[src/rtl/instruction_fetch_pkg.sv]
// Shared types and constants for the instruction fetch unit.
package instruction_fetch_pkg;

  localparam logic [31:0] FETCH_PC_STEP = 32'd4;

  typedef logic [31:0] pc_t;

  typedef struct packed {
    pc_t         pc;
    logic [31:0] instr;
  } fetch_entry_t;

  function automatic pc_t align_pc(input pc_t pc);
    return pc & ~32'h3;
  endfunction

endpackage

[src/rtl/fetch_fifo.sv]
// Small synchronous FIFO of fetched {pc, instr} entries with a registered head
// that keeps its last value while the FIFO is empty.
module fetch_fifo
  import instruction_fetch_pkg::*;
#(
  parameter int FETCH_DEPTH = 2,
  localparam int CNT_W = $clog2(FETCH_DEPTH + 1)
) (
  input  logic             clk,
  input  logic             reset,
  input  logic             flush,
  input  logic             push,
  input  fetch_entry_t     push_data,
  input  logic             pop,
  output fetch_entry_t     head,
  output logic [CNT_W-1:0] count
);

  localparam int PTR_W = (FETCH_DEPTH > 1) ? $clog2(FETCH_DEPTH) : 1;

  fetch_entry_t     mem [FETCH_DEPTH];
  logic [PTR_W-1:0] wr_ptr;
  logic [PTR_W-1:0] rd_ptr;
  logic             do_pop;

  function automatic logic [PTR_W-1:0] next_ptr(input logic [PTR_W-1:0] p);
    return (p == PTR_W'(FETCH_DEPTH - 1)) ? '0 : p + 1'b1;
  endfunction

  assign do_pop = pop && (count != '0);

  always_ff @(posedge clk) begin
    if (push) mem[wr_ptr] <= push_data;
  end

  // Head tracks the entry that will sit at rd_ptr after this edge.
  always_ff @(posedge clk) begin
    if (reset) begin
      wr_ptr <= '0;
      rd_ptr <= '0;
      count  <= '0;
      head   <= '0;
    end else if (flush) begin
      wr_ptr <= '0;
      rd_ptr <= '0;
      count  <= '0;
    end else begin
      if (push)   wr_ptr <= next_ptr(wr_ptr);
      if (do_pop) rd_ptr <= next_ptr(rd_ptr);
      count <= count + CNT_W'(push) - CNT_W'(do_pop);
      if (push && ((count == '0) || (do_pop && (count == CNT_W'(1)))))
        head <= push_data;
      else if (do_pop && (count > CNT_W'(1)))
        head <= mem[next_ptr(rd_ptr)];
    end
  end

endmodule

[src/rtl/instruction_fetch.sv]
// Instruction fetch: PC, credit-limited imem requests, response FIFO, redirect flush.
// Optional IFETCH_STALL_CNT_EN adds a saturating decode-stall counter port.
module instruction_fetch
  import instruction_fetch_pkg::*;
#(
  parameter logic [31:0] RESET_PC    = 32'h0000_0000,
  parameter int          FETCH_DEPTH = 2
) (
  input  logic        clk,
  input  logic        reset,
  output logic        imem_req_valid,
  input  logic        imem_req_ready,
  output logic [31:0] imem_req_addr,
  input  logic        imem_resp_valid,
  input  logic [31:0] imem_resp_data,
  input  logic        redirect_valid,
  input  logic [31:0] redirect_pc,
  output logic        instr_valid,
  input  logic        instr_ready,
  output logic [31:0] instr,
  output logic [31:0] instr_pc
`ifdef IFETCH_STALL_CNT_EN
  ,
  output logic [31:0] stall_count
`endif
);

  localparam int CNT_W = $clog2(FETCH_DEPTH + 1);
  localparam int SUM_W = CNT_W + 1;

  pc_t              fetch_pc;
  pc_t              resp_pc;
  logic [CNT_W-1:0] inflight;
  logic [CNT_W-1:0] drop;
  logic [CNT_W-1:0] count;
  logic             credit_ok;
  logic             req_fire;
  logic             push;
  logic             pop;
  fetch_entry_t     push_data;
  fetch_entry_t     head;

  // Credits cover both outstanding requests and buffered words.
  assign credit_ok      = (SUM_W'(inflight) + SUM_W'(count)) < SUM_W'(FETCH_DEPTH);
  assign imem_req_valid = !reset && !redirect_valid && credit_ok;
  assign imem_req_addr  = fetch_pc;
  assign req_fire       = imem_req_valid && imem_req_ready;

  assign push      = imem_resp_valid && !redirect_valid && (drop == '0);
  assign push_data = '{pc: resp_pc, instr: imem_resp_data};
  assign pop       = instr_valid && instr_ready;

  assign instr_valid = (count != '0);
  assign instr       = head.instr;
  assign instr_pc    = head.pc;

  fetch_fifo #(.FETCH_DEPTH(FETCH_DEPTH)) u_fifo (
    .clk       (clk),
    .reset     (reset),
    .flush     (redirect_valid),
    .push      (push),
    .push_data (push_data),
    .pop       (pop),
    .head      (head),
    .count     (count)
  );

  always_ff @(posedge clk) begin
    if (reset) begin
      fetch_pc <= align_pc(RESET_PC);
      resp_pc  <= align_pc(RESET_PC);
      inflight <= '0;
      drop     <= '0;
    end else begin
      inflight <= inflight + CNT_W'(req_fire) - CNT_W'(imem_resp_valid);
      if (redirect_valid) begin
        fetch_pc <= align_pc(redirect_pc);
        resp_pc  <= align_pc(redirect_pc);
        // Everything still outstanding after this cycle belongs to the old path.
        drop     <= inflight - CNT_W'(imem_resp_valid);
      end else begin
        if (req_fire) fetch_pc <= fetch_pc + FETCH_PC_STEP;
        if (push)     resp_pc  <= resp_pc + FETCH_PC_STEP;
        if (imem_resp_valid && (drop != '0)) drop <= drop - 1'b1;
      end
    end
  end

`ifdef IFETCH_STALL_CNT_EN
  function automatic logic [31:0] sat_inc(input logic [31:0] v);
    return (v == 32'hFFFF_FFFF) ? v : v + 32'd1;
  endfunction

  always_ff @(posedge clk) begin
    if (reset)
      stall_count <= '0;
    else if (instr_valid && !instr_ready)
      stall_count <= sat_inc(stall_count);
  end
`endif

endmodule
[config.mk]
export PLATFORM = sky130hd
export DESIGN_NAME = instruction_fetch
export DESIGN_NICKNAME = d
export VERILOG_FILES = /design/src/rtl/instruction_fetch_pkg.sv /design/src/rtl/fetch_fifo.sv /design/src/rtl/instruction_fetch.sv
export SDC_FILE = /design/constraint.sdc
export NUM_CORES = 1
export LEC_CHECK = 0
export BUFFER_PORTS_ARGS = -buffer_cell sky130_fd_sc_hd__buf_2
export CORE_AREA = 2 2 118 178
export DETAILED_ROUTE_END_ITERATION = 8
export DIE_AREA = 0 0 120 180
export PLACE_DENSITY = 0.76
export SLEW_MARGIN = 20
export SYNTH_ARGS = -nofsm -noshare
export SYNTH_HDL_FRONTEND = slang
export SYNTH_SLANG_ARGS = --single-unit
[constraint.sdc]
create_clock -name clk -period 6 [get_ports clk]
set_clock_uncertainty 0.2 [all_clocks]
set_input_delay 0.6 -clock clk [delete_from_list [all_inputs] [get_ports clk]]
set_output_delay 0.6 -clock clk [all_outputs]
set_load 0.02 [all_outputs]
# Word-level counts from Yosys, hierarchy flattened
# Memory sizes are Yosys's and may differ from the RTL's.
# Cells that the tools add are included.
# totals
inputBits	70
mem_bits_rw	128
memories	1
word_cells	63
out_inout_bits	98
regBits	136
# mem_list
memory	depth	word_bits	rd	rd_clocked_by_memory_dff	write_ports	line_no	text
u_fifo.mem	2	64	1	0	1	fetch_fifo.sv:21	fetch_entry_t mem [FETCH_DEPTH];
# classes
addsub	11
muxes	12
n_eq_ne	1
reduce_logical	24
bitwise_logic	1
order_cmp	2
# op_table
op	count
$mux 32	4
$mux 64	2
$add 32x3->32 const B	2
$reduce_bool 2->1	6
$logic_and 1x1->1	11
$sub 2x1->2	3
$add 2x1->2	2
$logic_not 2->1	2
$mux 1	4
$mux 2	2
$add 2x2->3	1
$lt 3x2->1 const B	1
$add 1x1->1 const B	2
$eq 2x1->1 const B	1
$gt 2x1->1 const B	1
$logic_not 1->1	2
$reduce_and 2->1	1
$reduce_or 2->1	1
$sub 2x1->2 const B	1
$logic_or 1x1->1	1
$not 1->1	1

# Longest topological paths before layout
# Gate-level depths: netlist of the first run.
# logic_depth
word_depth	8
ltp_mapped	14
depth_no_buf	12

# Cells and area by module
# From an unflattened synthesis of the first run, not the netlist that was laid out.
# unflattened
hier_cells	1086
hier_area_um2	12355.6
# by_module_without_submodules
mod	area_each_um2	cells_each	instances	seq_area_each_um2
fetch_fifo	8470.6	594	1	5205.0
instruction_fetch	3885.0	492	1	1281.2

# Worst setup path after synthesis of the first run
# OpenSTA, ideal clock, no wires.
# synth_path
path_type	input port to flip-flop
from	input redirect_valid
to	memory u_fifo.mem[0][0] (netlist name), enable pin
path_stages	5
t_required_ns	5.318
path_slack_ns	1.366
setup_ns	0.482
arrival_ns	3.951
n_path_buf	3
cell_sequence	buf_2 nand3b_1 clkbuf_1 buf_1 nor2_1
# synth_via
elab_chain_len	5
# synth_rtl
element	line_no	text
start, declared	instruction_fetch.sv:16	input logic redirect_valid,
$logic_not 1->1	instruction_fetch.sv:49	assign push = imem_resp_valid && !redirect_valid && (drop == '0);
$logic_and 1x1->1 (2 in series)	instruction_fetch.sv:49	
$mux 1	fetch_fifo.sv:33	if (push) mem[wr_ptr] <= push_data;
$mux 1 (implied by the code)	fetch_fifo.sv:33	
end, declared	fetch_fifo.sv:21	
# No other way between the ends.

# Final worst setup path of the first run
# layout_path
from	register u_fifo.count[0]
to	register inflight[1]
# layout_via
elab_chain_len	6
# layout_rtl
element	line_no	text
start, declared	fetch_fifo.sv:16	output logic [CNT_W-1:0] count
start signal, assigned	fetch_fifo.sv:50	count <= count + CNT_W'(push) - CNT_W'(do_pop);
$add 2x2->3	instruction_fetch.sv:44	assign credit_ok = (SUM_W'(inflight) + SUM_W'(count)) < SUM_W'(FETCH_DEPTH);
$lt 3x2->1	instruction_fetch.sv:44	
$logic_and 1x1->1	instruction_fetch.sv:45	assign imem_req_valid = !reset && !redirect_valid && credit_ok;
$logic_and 1x1->1	instruction_fetch.sv:47	assign req_fire = imem_req_valid && imem_req_ready;
$add 2x1->2	instruction_fetch.sv:75	inflight <= inflight + CNT_W'(req_fire) - CNT_W'(imem_resp_valid);
$sub 2x1->2	instruction_fetch.sv:75	
end signal, assigned	instruction_fetch.sv:75	
end, declared	instruction_fetch.sv:33	logic [CNT_W-1:0] inflight;
# No other way between the ends.
# A chain may end at the register's enable or synchronous reset.

==> results of run 1 <==
-- per-layer routing --
metal	GRT usage [%]	vias up
met3	2.57	55
met4	8.71	0
li1	-	4194
met5	0	-
met1	32.6	4182
met2	43.8	339
-- placed cells by master, fill, tap and decap left out, types with 8 or more instances in the layout --
cell and count:
a211o_1 63, a211oi_1 11, a21boi_0 15, a21oi_1 67, a31oi_1 16, and2_1 10, and4_1 12, buf_2 161
buf_4 14, clkbuf_16 25, dfxtp_1 128, edfxtp_1 124, ha_1 8, inv_1 18, mux2i_1 62, nand2_1 95
nand3_1 20, nand4_1 27, nor2_1 21, nor3_1 14, nor4_1 72, o21a_1 16, o21ai_0 16, o31a_1 10
o31ai_1 11, or4_1 14, xnor2_1 17, xor2_1 11
-- area by class of cell --
class	count	area share [%]
clock inverter	13	0.721
tap	264	2.54
timing repair buffer	176	7.16
clock buffer	31	5.21
multi-input combinational	676	35.2
inverter	19	0.548
sequential	254	48.7
-- worst max-delay path: stages, from the launching register on --
cell	delay, ps
dfxtp_1	380
inv_1	80
nor2_1	130
fa_1	470
or3b_2	630
nor2_4	190
inv_1	200
ha_1	330
inv_1	40
ha_1	170
xor2_1	160
xnor2_1	130
nor2_1	50
-- per-stage QoR --
step / power [W] / hold WS, ps / cell area (um^2) / cells / utilization, %
floorplan: 0.00230 / 220 / 11300 / 1042 / -
global placement: 0.00245 / 237 / 12200 / 1389 / 60.9
detailed placement: 0.00246 / 240 / 12200 / 1389 / 60.9
CTS: 0.00392 / 77.7 / 13000 / 1433 / 64.7
global route: 0.00405 / 84.9 / 13000 / 1433 / 64.7
finish: 0.00390 / 96.2 / 13000 / 1433 / 64.7
-- registers in the layout (all words and copies together), names as in the netlist --
name / flops
drop: 2
u_fifo.count: 2
imem_req_addr: 30
u_fifo.wr_ptr: 1
resp_pc: 30
inflight: 2
u_fifo.head: 62
u_fifo.rd_ptr: 1
u_fifo.mem: 124
-- final timing paths --
| kind | startpoint | end | slack (ps) | cells after the start |
|---|---|---|---|---|
| setup / recovery | u_fifo.count[0]$_SDFF_PP0_ | inflight[1]$_SDFF_PP0_ | 2700 | 12 |
| hold / removal | imem_resp_data[3] | u_fifo.mem[0][3]$_DFFE_PP_ | 100 | 1 |
| setup reg to reg | u_fifo.count[0]$_SDFF_PP0_ | inflight[1]$_SDFF_PP0_ | 2700 | 12 |
| hold reg to reg | u_fifo.head[6]$_SDFFE_PP0P_ | u_fifo.head[6]$_SDFFE_PP0P_ | 250 | 2 |
-- cell families (layout without fill, tap and decap cells) --
| family | count (synthesis) | after routing | share of synthesized area (%) |
|---|---|---|---|
| simple gates | 327 | 327 | 16.0 |
| flops | 254 | 254 | 56.0 |
| compound gates | 246 | 246 | 15.4 |
| buf+inv | 112 | 239 | 3.89 |
| mux | 62 | 62 | 5.49 |
| xor+xnor | 28 | 28 | 2.17 |
| fa+ha+maj | 9 | 9 | 1.06 |
| other cells | 1 | 4 | 0.0332 |
-- cell usage after synthesis (4+ instances only) --
| cell type | n | area, um^2 |
|---|---|---|
| and4_1 | 12 | 105 |
| nor3_1 | 14 | 70.1 |
| o31a_1 | 10 | 87.6 |
| nand4_1 | 27 | 169 |
| a31oi_1 | 16 | 100 |
| o311ai_0 | 4 | 35.0 |
| a311oi_1 | 6 | 52.6 |
| ha_1 | 8 | 100 |
| a21oi_1 | 67 | 335 |
| nor2b_1 | 8 | 50.1 |
| a211o_1 | 63 | 552 |
| o31ai_1 | 11 | 82.6 |
| buf_1 | 12 | 45.0 |
| xor2_1 | 11 | 96.3 |
| inv_1 | 18 | 67.6 |
| a211oi_1 | 11 | 82.6 |
| o21ai_0 | 16 | 80.1 |
| and3_1 | 7 | 43.8 |
| dfxtp_1 | 130 | 2600 |
| nand2_1 | 95 | 357 |
| mux2i_1 | 62 | 621 |
| o21a_1 | 16 | 120 |
| clkbuf_1 | 74 | 278 |
| or3_1 | 8 | 50.1 |
| or4_1 | 14 | 105 |
| nand3_1 | 20 | 100 |
| xnor2_1 | 17 | 149 |
| nor4_1 | 72 | 450 |
| buf_4 | 4 | 30.0 |
| nor3b_1 | 5 | 37.5 |
| edfxtp_1 | 124 | 3720 |
| a21boi_0 | 15 | 113 |
| nor2_1 | 22 | 82.6 |
| and2_1 | 11 | 68.8 |
-- report_power, final --
group | total [W] | internal [W] | switching, W
logic | 0.000439 | 0.000154 | 0.000285
registers | 0.00199 | 0.00191 | 0.0000739
clock network | 0.00147 | 0.000840 | 0.000633
==> impl_metrics.py, run 1 <==
metrics = {
    "cells_and_area": {
        "multi_input_area_um2": 4570,
        "regArea_um2": 6330,
        "num_antenna_cells": 0,
        "drive_gt1_share_pct": 19.5,
        "finalNetCount": 1230,
        "n_fill_cell": 1609,
        "syn_to_final_growth_pct": 15.1,
    },
    "die": {
        "start_util_pct": 56.2,
        "dieArea_um2": 21600,
        "die_h_um": 180,
        "row_count": 64,
        "ios": 168,
        "fp.dieW_um": 120,
        "design.core.area_um2": 20100,
    },
    "synth": {
        "ys_warn_count": 0,
        "syn_area_um2": 11300,
        "ys.flop_type": "dfxtp_1",
        "avgSynthCellArea_um2": 10.9,
        "syn_inst": 1039,
        "ys_types": 55,
        "yosysSeqAreaShare_pct": 56.0,
        "synth_edf_count": 124,
        "synth_seq_cells": 254,
        "async_flop_share_pct": 0,
    },
    "clock_network": {
        "cts_tree": "built",
        "h-tree-depth": 1,
        "cts_setup_buffers": 0,
        "clock_sinks": 254,
        "cts_root_buffer": "clkbuf_16",
        "clk_pin_slew_ps": 60,
        "ctsResizeCount": 0,
        "hold_buffers": 0,
        "numCtsBuffers": 24,
        "clk_latency_ps": 510,
        "clk_path_buf_depth": 3,
    },
    "grt": {
        "track_usage_pct": 25.2,
        "grt_pass1_wl_um": 44200,
        "grt_antenna_before_repair": 0,
        "grt_overflow": 0,
        "grt_max_degree": 94,
        "grt_pass1_vias": 8502,
    },
    "timing": {
        "final_max_slew_viol_count": 0,
        "final.min_clock_period_ps": 3300,
        "hold_violations": 0,
        "rsz0062_at_grt": "false",
        "max_freq_ghz": 0.303,
        "tns_ps": 0,
        "setup_slack_ps": 2700,
        "finalCritPeriodShare_pct": 55.0,
        "setup_viol": 0,
        "max_slew.worst_pin.slew_ps": 952,
        "max_slew_margin_pct": 36.5,
    },
    "setup_path": {
        "critical_path_class": "reg2reg",
        "end_kind": "flip-flop",
        "path_max_fanout": 11,
        "crit_arrival_ps": 3490,
        "startpoint_type": "flip-flop",
        "required_ps": 6180,
    },
    "place": {
        "port-buffer-count": 161,
        "gp_congestion": 0.873,
        "post-dp-hpwl_um": 17200,
        "pre_cts_slack_ps": 2710,
    },
    "power_and_ir_drop": {
        "power_density_nw_per_um2": 300,
        "vdd_drop_max_uv": 181,
        "cellLeakagePower_nw": 4.54,
    },
    "route": {
        "first_pass_iters": 5,
        "wl_met3_um": 1580,
        "drc_errors": 0,
        "first_iter_violations": 719,
        "vias": 8770,
        "top_layer_used": "met4",
        "met2WireLength_um": 13900,
        "drt-vias-per-instance": 6.12,
        "m1WireLength_um": 11300,
        "ant_nets": 0,
        "wl_um": 27700,
        "wl_per_cell_um": 19.3,
    },
    "min_path": {
        "hold_path_class": "in2reg",
    },
    "job": {
        "cap_viol_max_count": 0,
    },
    "run_status": {
        "status": "complete, no violations",
    },
}
(Power assumes the default switching activity.)
==> run 2: changes to the inputs <==
--- a/config.mk
+++ b/config.mk
@@ -6,10 +6,10 @@
 export NUM_CORES = 1
 export LEC_CHECK = 0
 export BUFFER_PORTS_ARGS = -buffer_cell sky130_fd_sc_hd__buf_2
-export CORE_AREA = 2 2 118 178
+export CORE_AREA = 2 2 124 186
 export DETAILED_ROUTE_END_ITERATION = 8
-export DIE_AREA = 0 0 120 180
-export PLACE_DENSITY = 0.76
+export DIE_AREA = 0 0 126 188
+export PLACE_DENSITY = 0.73
 export SLEW_MARGIN = 20
 export SYNTH_ARGS = -nofsm -noshare
 export SYNTH_HDL_FRONTEND = slang
==> constraint.sdc (replaced) <==
create_clock -name clk -period 2.9 [get_ports clk]
set_clock_uncertainty 0.2 [all_clocks]
set_input_delay 0.29 -clock clk [delete_from_list [all_inputs] [get_ports clk]]
set_output_delay 0.29 -clock clk [all_outputs]
set_load 0.02 [all_outputs]
==> impl_metrics.py, run 2 (synthesized netlist as in run 1, its figures left out) <==
metrics = {
    "run_status": {
        "status": "complete, no violations",
    },
    "cells_and_area": {
        "largest_reg_flops": 124,
        "final_cells": 1534,
        "max_flop_register": "u_fifo.mem",
        "reg_top3": "u_fifo.mem x124, u_fifo.head x62",
        "n_fill_cell": 1774,
        "num_antenna_cells": 0,
        "drive_gt1_share_pct": 20.6,
        "regArea_um2": 6330,
        "syn_to_final_growth_pct": 23.1,
        "layout_commonest_cell": "buf_2",
        "finalNetCount": 1318,
        "multi_input_area_um2": 4580,
        "mostFrequentLayoutCells": "buf_2 (161), dfxtp_1 (126), edfxtp_1 (124)",
    },
    "power_and_ir_drop": {
        "pwr-share-comb_pct": 12.3,
        "swShare_pct": 25.8,
        "p_clk_share_pct": 37.9,
        "power.share.sequential_pct": 49.7,
        "p_int_w": 0.00614,
        "p_switching_w": 0.00213,
        "power_density_nw_per_um2": 594,
        "cellLeakagePower_nw": 4.94,
        "vdd_drop_max_uv": 410,
    },
    "setup_path": {
        "critical_path_class": "reg2reg",
        "crit_arrival_ps": 2910,
        "reg2reg_depth": 12,
        "path_max_fanout": 3,
        "end_kind": "flip-flop",
        "startpoint_type": "flip-flop",
        "required_ps": 3090,
        "worstReg2RegStart": "u_fifo.count[0]$_SDFF_PP0_",
        "ff2ff_setup_slack_ps": 180,
        "r2r-end": "inflight[1]$_SDFF_PP0_",
    },
    "clock_network": {
        "clk_path_buf_depth": 3,
        "clock_sinks": 254,
        "cts_root_buffer": "clkbuf_16",
        "cts_tree": "built",
        "numCtsBuffers": 25,
        "clk_latency_ps": 520,
        "h-tree-depth": 1,
        "cts_setup_buffers": 0,
        "clk_pin_slew_ps": 60,
    },
    "route": {
        "first_pass_iters": 4,
        "drc_errors": 0,
        "wl_per_cell_um": 18.9,
        "wl_um": 29000,
        "ant_nets": 0,
        "first_iter_violations": 601,
        "drt-vias-per-instance": 5.97,
        "vias": 9155,
    },
    "timing": {
        "tns_ps": 0,
        "final_max_slew_viol_count": 0,
        "final.min_clock_period_ps": 2720,
        "finalCritPeriodShare_pct": 93.8,
        "max_slew_margin_pct": 49.3,
        "rsz0062_at_grt": "false",
        "max_slew.worst_pin.slew_ps": 761,
        "hold_violations": 0,
        "setup_viol": 0,
        "max_freq_ghz": 0.368,
    },
    "die": {
        "start_util_pct": 51.1,
        "design.core.area_um2": 22100,
        "dieArea_um2": 23700,
        "ios": 168,
        "die_h_um": 188,
        "row_count": 67,
        "fp.dieW_um": 126,
    },
    "grt": {
        "grt_antenna_before_repair": 0,
        "grt_overflow": 0,
        "track_usage_pct": 23.6,
        "grt_pass1_vias": 9041,
        "grt_max_degree": 87,
        "grt_pass1_wl_um": 46200,
    },
    "job": {
        "cap_viol_max_count": 0,
    },
    "min_path": {
        "hold_path_class": "in2reg",
        "hold_path.startpoint": "reset",
        "hold_end": "u_fifo.rd_ptr$_SDFFE_PP0P_",
        "whs_path_depth": 3,
    },
    "place": {
        "placedCellCount": 1425,
        "port-buffer-count": 161,
        "post-dp-hpwl_um": 18300,
        "gp_congestion": 0.920,
    },
}
run 2: routing by layer:
metal  part of all wire [%]  global-route usage (%)
met5                      0                       0
met1                     42                    29.9
met4                    3.8                    9.55
met3                    4.3                    2.43
met2                     50                    41.3
run 2: worst max-delay path by stage:
stage                                from                              to  slack [ps]  cells past startpoint
6_report       u_fifo.count[0]$_SDFF_PP0_          inflight[1]$_SDFF_PP0_         180                     12
5_1_grt        u_fifo.count[0]$_SDFF_PP0_  imem_req_addr[24]$_SDFFE_PP0P_          20                      8
4_1_cts        u_fifo.count[0]$_SDFF_PP0_          inflight[1]$_SDFF_PP0_         120                     12
3_5_place_dp       inflight[0]$_SDFF_PP0_          inflight[1]$_SDFF_PP0_         160                     12
3_3_place_gp   u_fifo.count[0]$_SDFF_PP0_          inflight[1]$_SDFF_PP0_         190                     12
2_1_floorplan      inflight[0]$_SDFF_PP0_          inflight[1]$_SDFF_PP0_           5                     14
run 2: timing repair:
item                                    4_1_cts  5_1_grt
endpoints found under the setup margin        0        2
hold endpoints to repair                    117        0
gates resized for setup                       0        3
hold buffers                                 63        0
run 2: critical path, cell delays in order (launching register included):
cell and delay [ps]:
dfxtp_2 330, inv_1 60, nor2_2 120, fa_2 470
or3b_4 430, nor2_4 100, inv_2 40, ha_1 260
inv_1 40, ha_1 180, xor2_1 150, xnor2_1 160
nor2_1 50
run 2: layout make-up:
type                    count  share of cell area, %
repair buffers            263                   12.9
inverters                  19                  0.513
multi-input cells         676                   32.9
well taps                 276                   2.48
clock inverters            11                  0.701
flip-flops and latches    254                   45.5
clock buffers              35                   4.98
run 2: power groups by stage:
stage | Clock [W] | Combinational (W) | Sequential, W
global placement | 0 | 0.000933 | 0.00417
finish | 0.00314 | 0.00102 | 0.00411
CTS | 0.00319 | 0.00102 | 0.00411
floorplan | 0 | 0.000519 | 0.00425
detailed placement | 0 | 0.000948 | 0.00418
global route | 0.00332 | 0.00111 | 0.00413
run 2: metrics by stage:
stage | power [W] | hold slack, ps | cell area, um^2 | utilization [%] | setup slack (ps)
final | 0.00827 | 39.9 | 13900 | 62.9 | 180
after global routing | 0.00856 | 56.4 | 13900 | 62.9 | 20.7
after CTS | 0.00831 | 22.9 | 13900 | 62.8 | 125
after detailed placement | 0.00513 | 241 | 12500 | 56.4 | 157
after global placement | 0.00511 | 236 | 12500 | 56.4 | 190
after floorplan | 0.00477 | 189 | 11300 | - | 5.09
==> run 3: changes to the inputs <==
==> constraint.sdc (replaced) <==
create_clock -name clk -period 2.35 [get_ports clk]
set_clock_uncertainty 0.2 [all_clocks]
set_input_delay 0.235 -clock clk [delete_from_list [all_inputs] [get_ports clk]]
set_output_delay 0.235 -clock clk [all_outputs]
set_load 0.02 [all_outputs]
==> impl_metrics.py, run 3 (synthesized netlist as in run 1, its figures left out) <==
metrics = {
    "die": {
        "design.core.area_um2": 22100,
        "ios": 168,
        "dieArea_um2": 23700,
        "fp.dieW_um": 126,
        "die_h_um": 188,
        "row_count": 67,
        "start_util_pct": 51.1,
    },
    "cells_and_area": {
        "final_cells": 1577,
        "stdcell_area_um2": 14400,
        "layout_commonest_cell": "buf_2",
        "finalNetCount": 1361,
        "regArea_um2": 6330,
        "drive_gt1_share_pct": 24.3,
        "mostFrequentLayoutCells": "buf_2 (160), dfxtp_1 (126), edfxtp_1 (124)",
        "max_flop_register": "u_fifo.mem",
        "largest_reg_flops": 124,
        "reg_top3": "u_fifo.mem x124, u_fifo.head x62",
        "utilization_pct": 65.0,
        "n_fill_cell": 1736,
        "multi_input_area_um2": 4670,
        "syn_to_final_growth_pct": 27.2,
        "num_antenna_cells": 0,
    },
    "clock_network": {
        "clk_pin_slew_ps": 60,
        "clock_sinks": 254,
        "h-tree-depth": 1,
        "numCtsBuffers": 25,
        "clk_path_buf_depth": 3,
        "cts_root_buffer": "clkbuf_16",
        "clk_latency_ps": 520,
        "cts_tree": "built",
    },
    "place": {
        "gp_congestion": 0.958,
        "post-dp-hpwl_um": 19100,
        "port-buffer-count": 161,
        "placedCellCount": 1461,
        "placed_area_um2": 12800,
    },
    "route": {
        "first_pass_iters": 6,
        "wl_per_cell_um": 18.7,
        "first_iter_violations": 785,
        "drt-vias-per-instance": 6.02,
        "wl_um": 29500,
        "ant_nets": 0,
        "vias": 9491,
        "drc_errors": 0,
    },
    "timing": {
        "max_slew_margin_pct": 34.5,
        "final_max_slew_viol_count": 0,
        "setup_viol": 23,
        "max_slew.worst_pin.slew_ps": 983,
        "holdWs_ps": 21.6,
        "final.min_clock_period_ps": 2640,
        "hold_violations": 0,
        "rsz0062_at_grt": "true",
        "finalCritPeriodShare_pct": 112,
        "max_freq_ghz": 0.379,
        "setup_slack_ps": -286,
    },
    "grt": {
        "grt_pass1_wl_um": 46500,
        "grt_pass1_vias": 9075,
        "grt_max_degree": 85,
        "track_usage_pct": 23.9,
        "grt_overflow": 0,
        "grt_antenna_before_repair": 0,
    },
    "job": {
        "cap_viol_max_count": 0,
    },
    "min_path": {
        "hold_path.startpoint": "instr_ready",
        "hold_path_class": "in2reg",
    },
    "setup_path": {
        "ff2ff_setup_slack_ps": -290,
        "cpMostUsedCell": "inv_2",
        "startpoint_type": "flip-flop",
        "required_ps": 2520,
        "end_kind": "flip-flop",
        "critical_path_class": "reg2reg",
        "critical-path-slowest-cell": "fa_1",
        "cp_cell_sequence": "inv_2 > nor2_4 > fa_1 > or3b_4 > nor2_4 > inv_2 > ha_4 > inv_2 > ha_4 > xor2_1 > xnor2_1 > nor2_1",
        "crit_arrival_ps": 2800,
        "cp_slowest_stage_delay_ps": 440,
        "worstReg2RegStart": "u_fifo.count[0]$_SDFF_PP0_",
        "critPathLaunch": "u_fifo.count[0]$_SDFF_PP0_",
        "path_max_fanout": 2,
    },
    "power_and_ir_drop": {
        "power_density_nw_per_um2": 710,
        "cellLeakagePower_nw": 5.18,
        "vdd_drop_max_uv": 683,
    },
    "run_status": {
        "status": "finished, violations left",
        "failed_checks": "setup timing",
    },
}
## run 3: changes by cell type in the layout (fill, tap and decap cells not counted), moves of 4 or more
cell      previous run  this run
inv_1               17        12
a21boi_1             0         4
inv_2                1         6
buf_12               5        10
clkinv_1             1         5
buf_4               34        69
a21boi_0            15        11
## run 3: worst paths after layout
path	endpoint	cells after the start
setup / recovery	inflight[1]$_SDFF_PP0_	12
hold / removal	u_fifo.rd_ptr$_SDFFE_PP0P_	4
setup reg to reg	inflight[1]$_SDFF_PP0_	12
hold reg to reg	u_fifo.head[59]$_SDFFE_PP0P_	2
## run 3: final cells by class
cell class | count | area share [%]
Sequential cell | 254 | 44.0
Clock inverter | 15 | 0.583
Timing Repair Buffer | 306 | 15.3
Multi-Input combinational cell | 676 | 32.5
Tap cell | 276 | 2.40
Clock buffer | 31 | 4.73
Inverter | 19 | 0.496
## run 3: power breakdown
part | switching, W | internal, W
Clock | 0.00166 | 0.00206
Sequential | 0.000158 | 0.00489
Combinational | 0.000832 | 0.000604
Total | 0.00265 | 0.00755
## run 3: critical path: cells and delay by family, from the launching register on
family	cells	cell delay (ps)
xor gates and xnor gates	2	310
adders and majority gates	3	830
buffers and inverters	3	150
DFF	1	330
and+or+nand+nor	4	670
## run 3: per-stage QoR
stage	setup slack [ps]	TNS, ps	total power (W)
2_1_floorplan	-490	-9740	0.00591
3_3_place_gp	-273	-2950	0.00640
3_5_place_dp	-326	-4230	0.00643
4_1_cts	-303	-2560	0.0102
5_1_grt	-387	-4900	0.0106
6_report	-286	-2470	0.0102
## run 3: what timing repair did
| item | CTS | global route |
|---|---|---|
| hold endpoints to repair | 126 | 0 |
| setup endpoints to repair | 27 | 32 |
| pin swaps | 15 | 7 |
| gates cloned | 1 | 0 |
| hold buffers | 64 | 0 |
| buffers inserted | 4 | 1 |
| gates resized for setup | 13 | 11 |
## run 3: per-layer routing
layer  global-route usage (%)  share of wire, %  wire [um]
met5                        0                 0          0
met3                     2.80               6.1       1800
met4                     8.88               3.4       1010
met2                     42.7                51      15100
met1                     29.5                39      11600
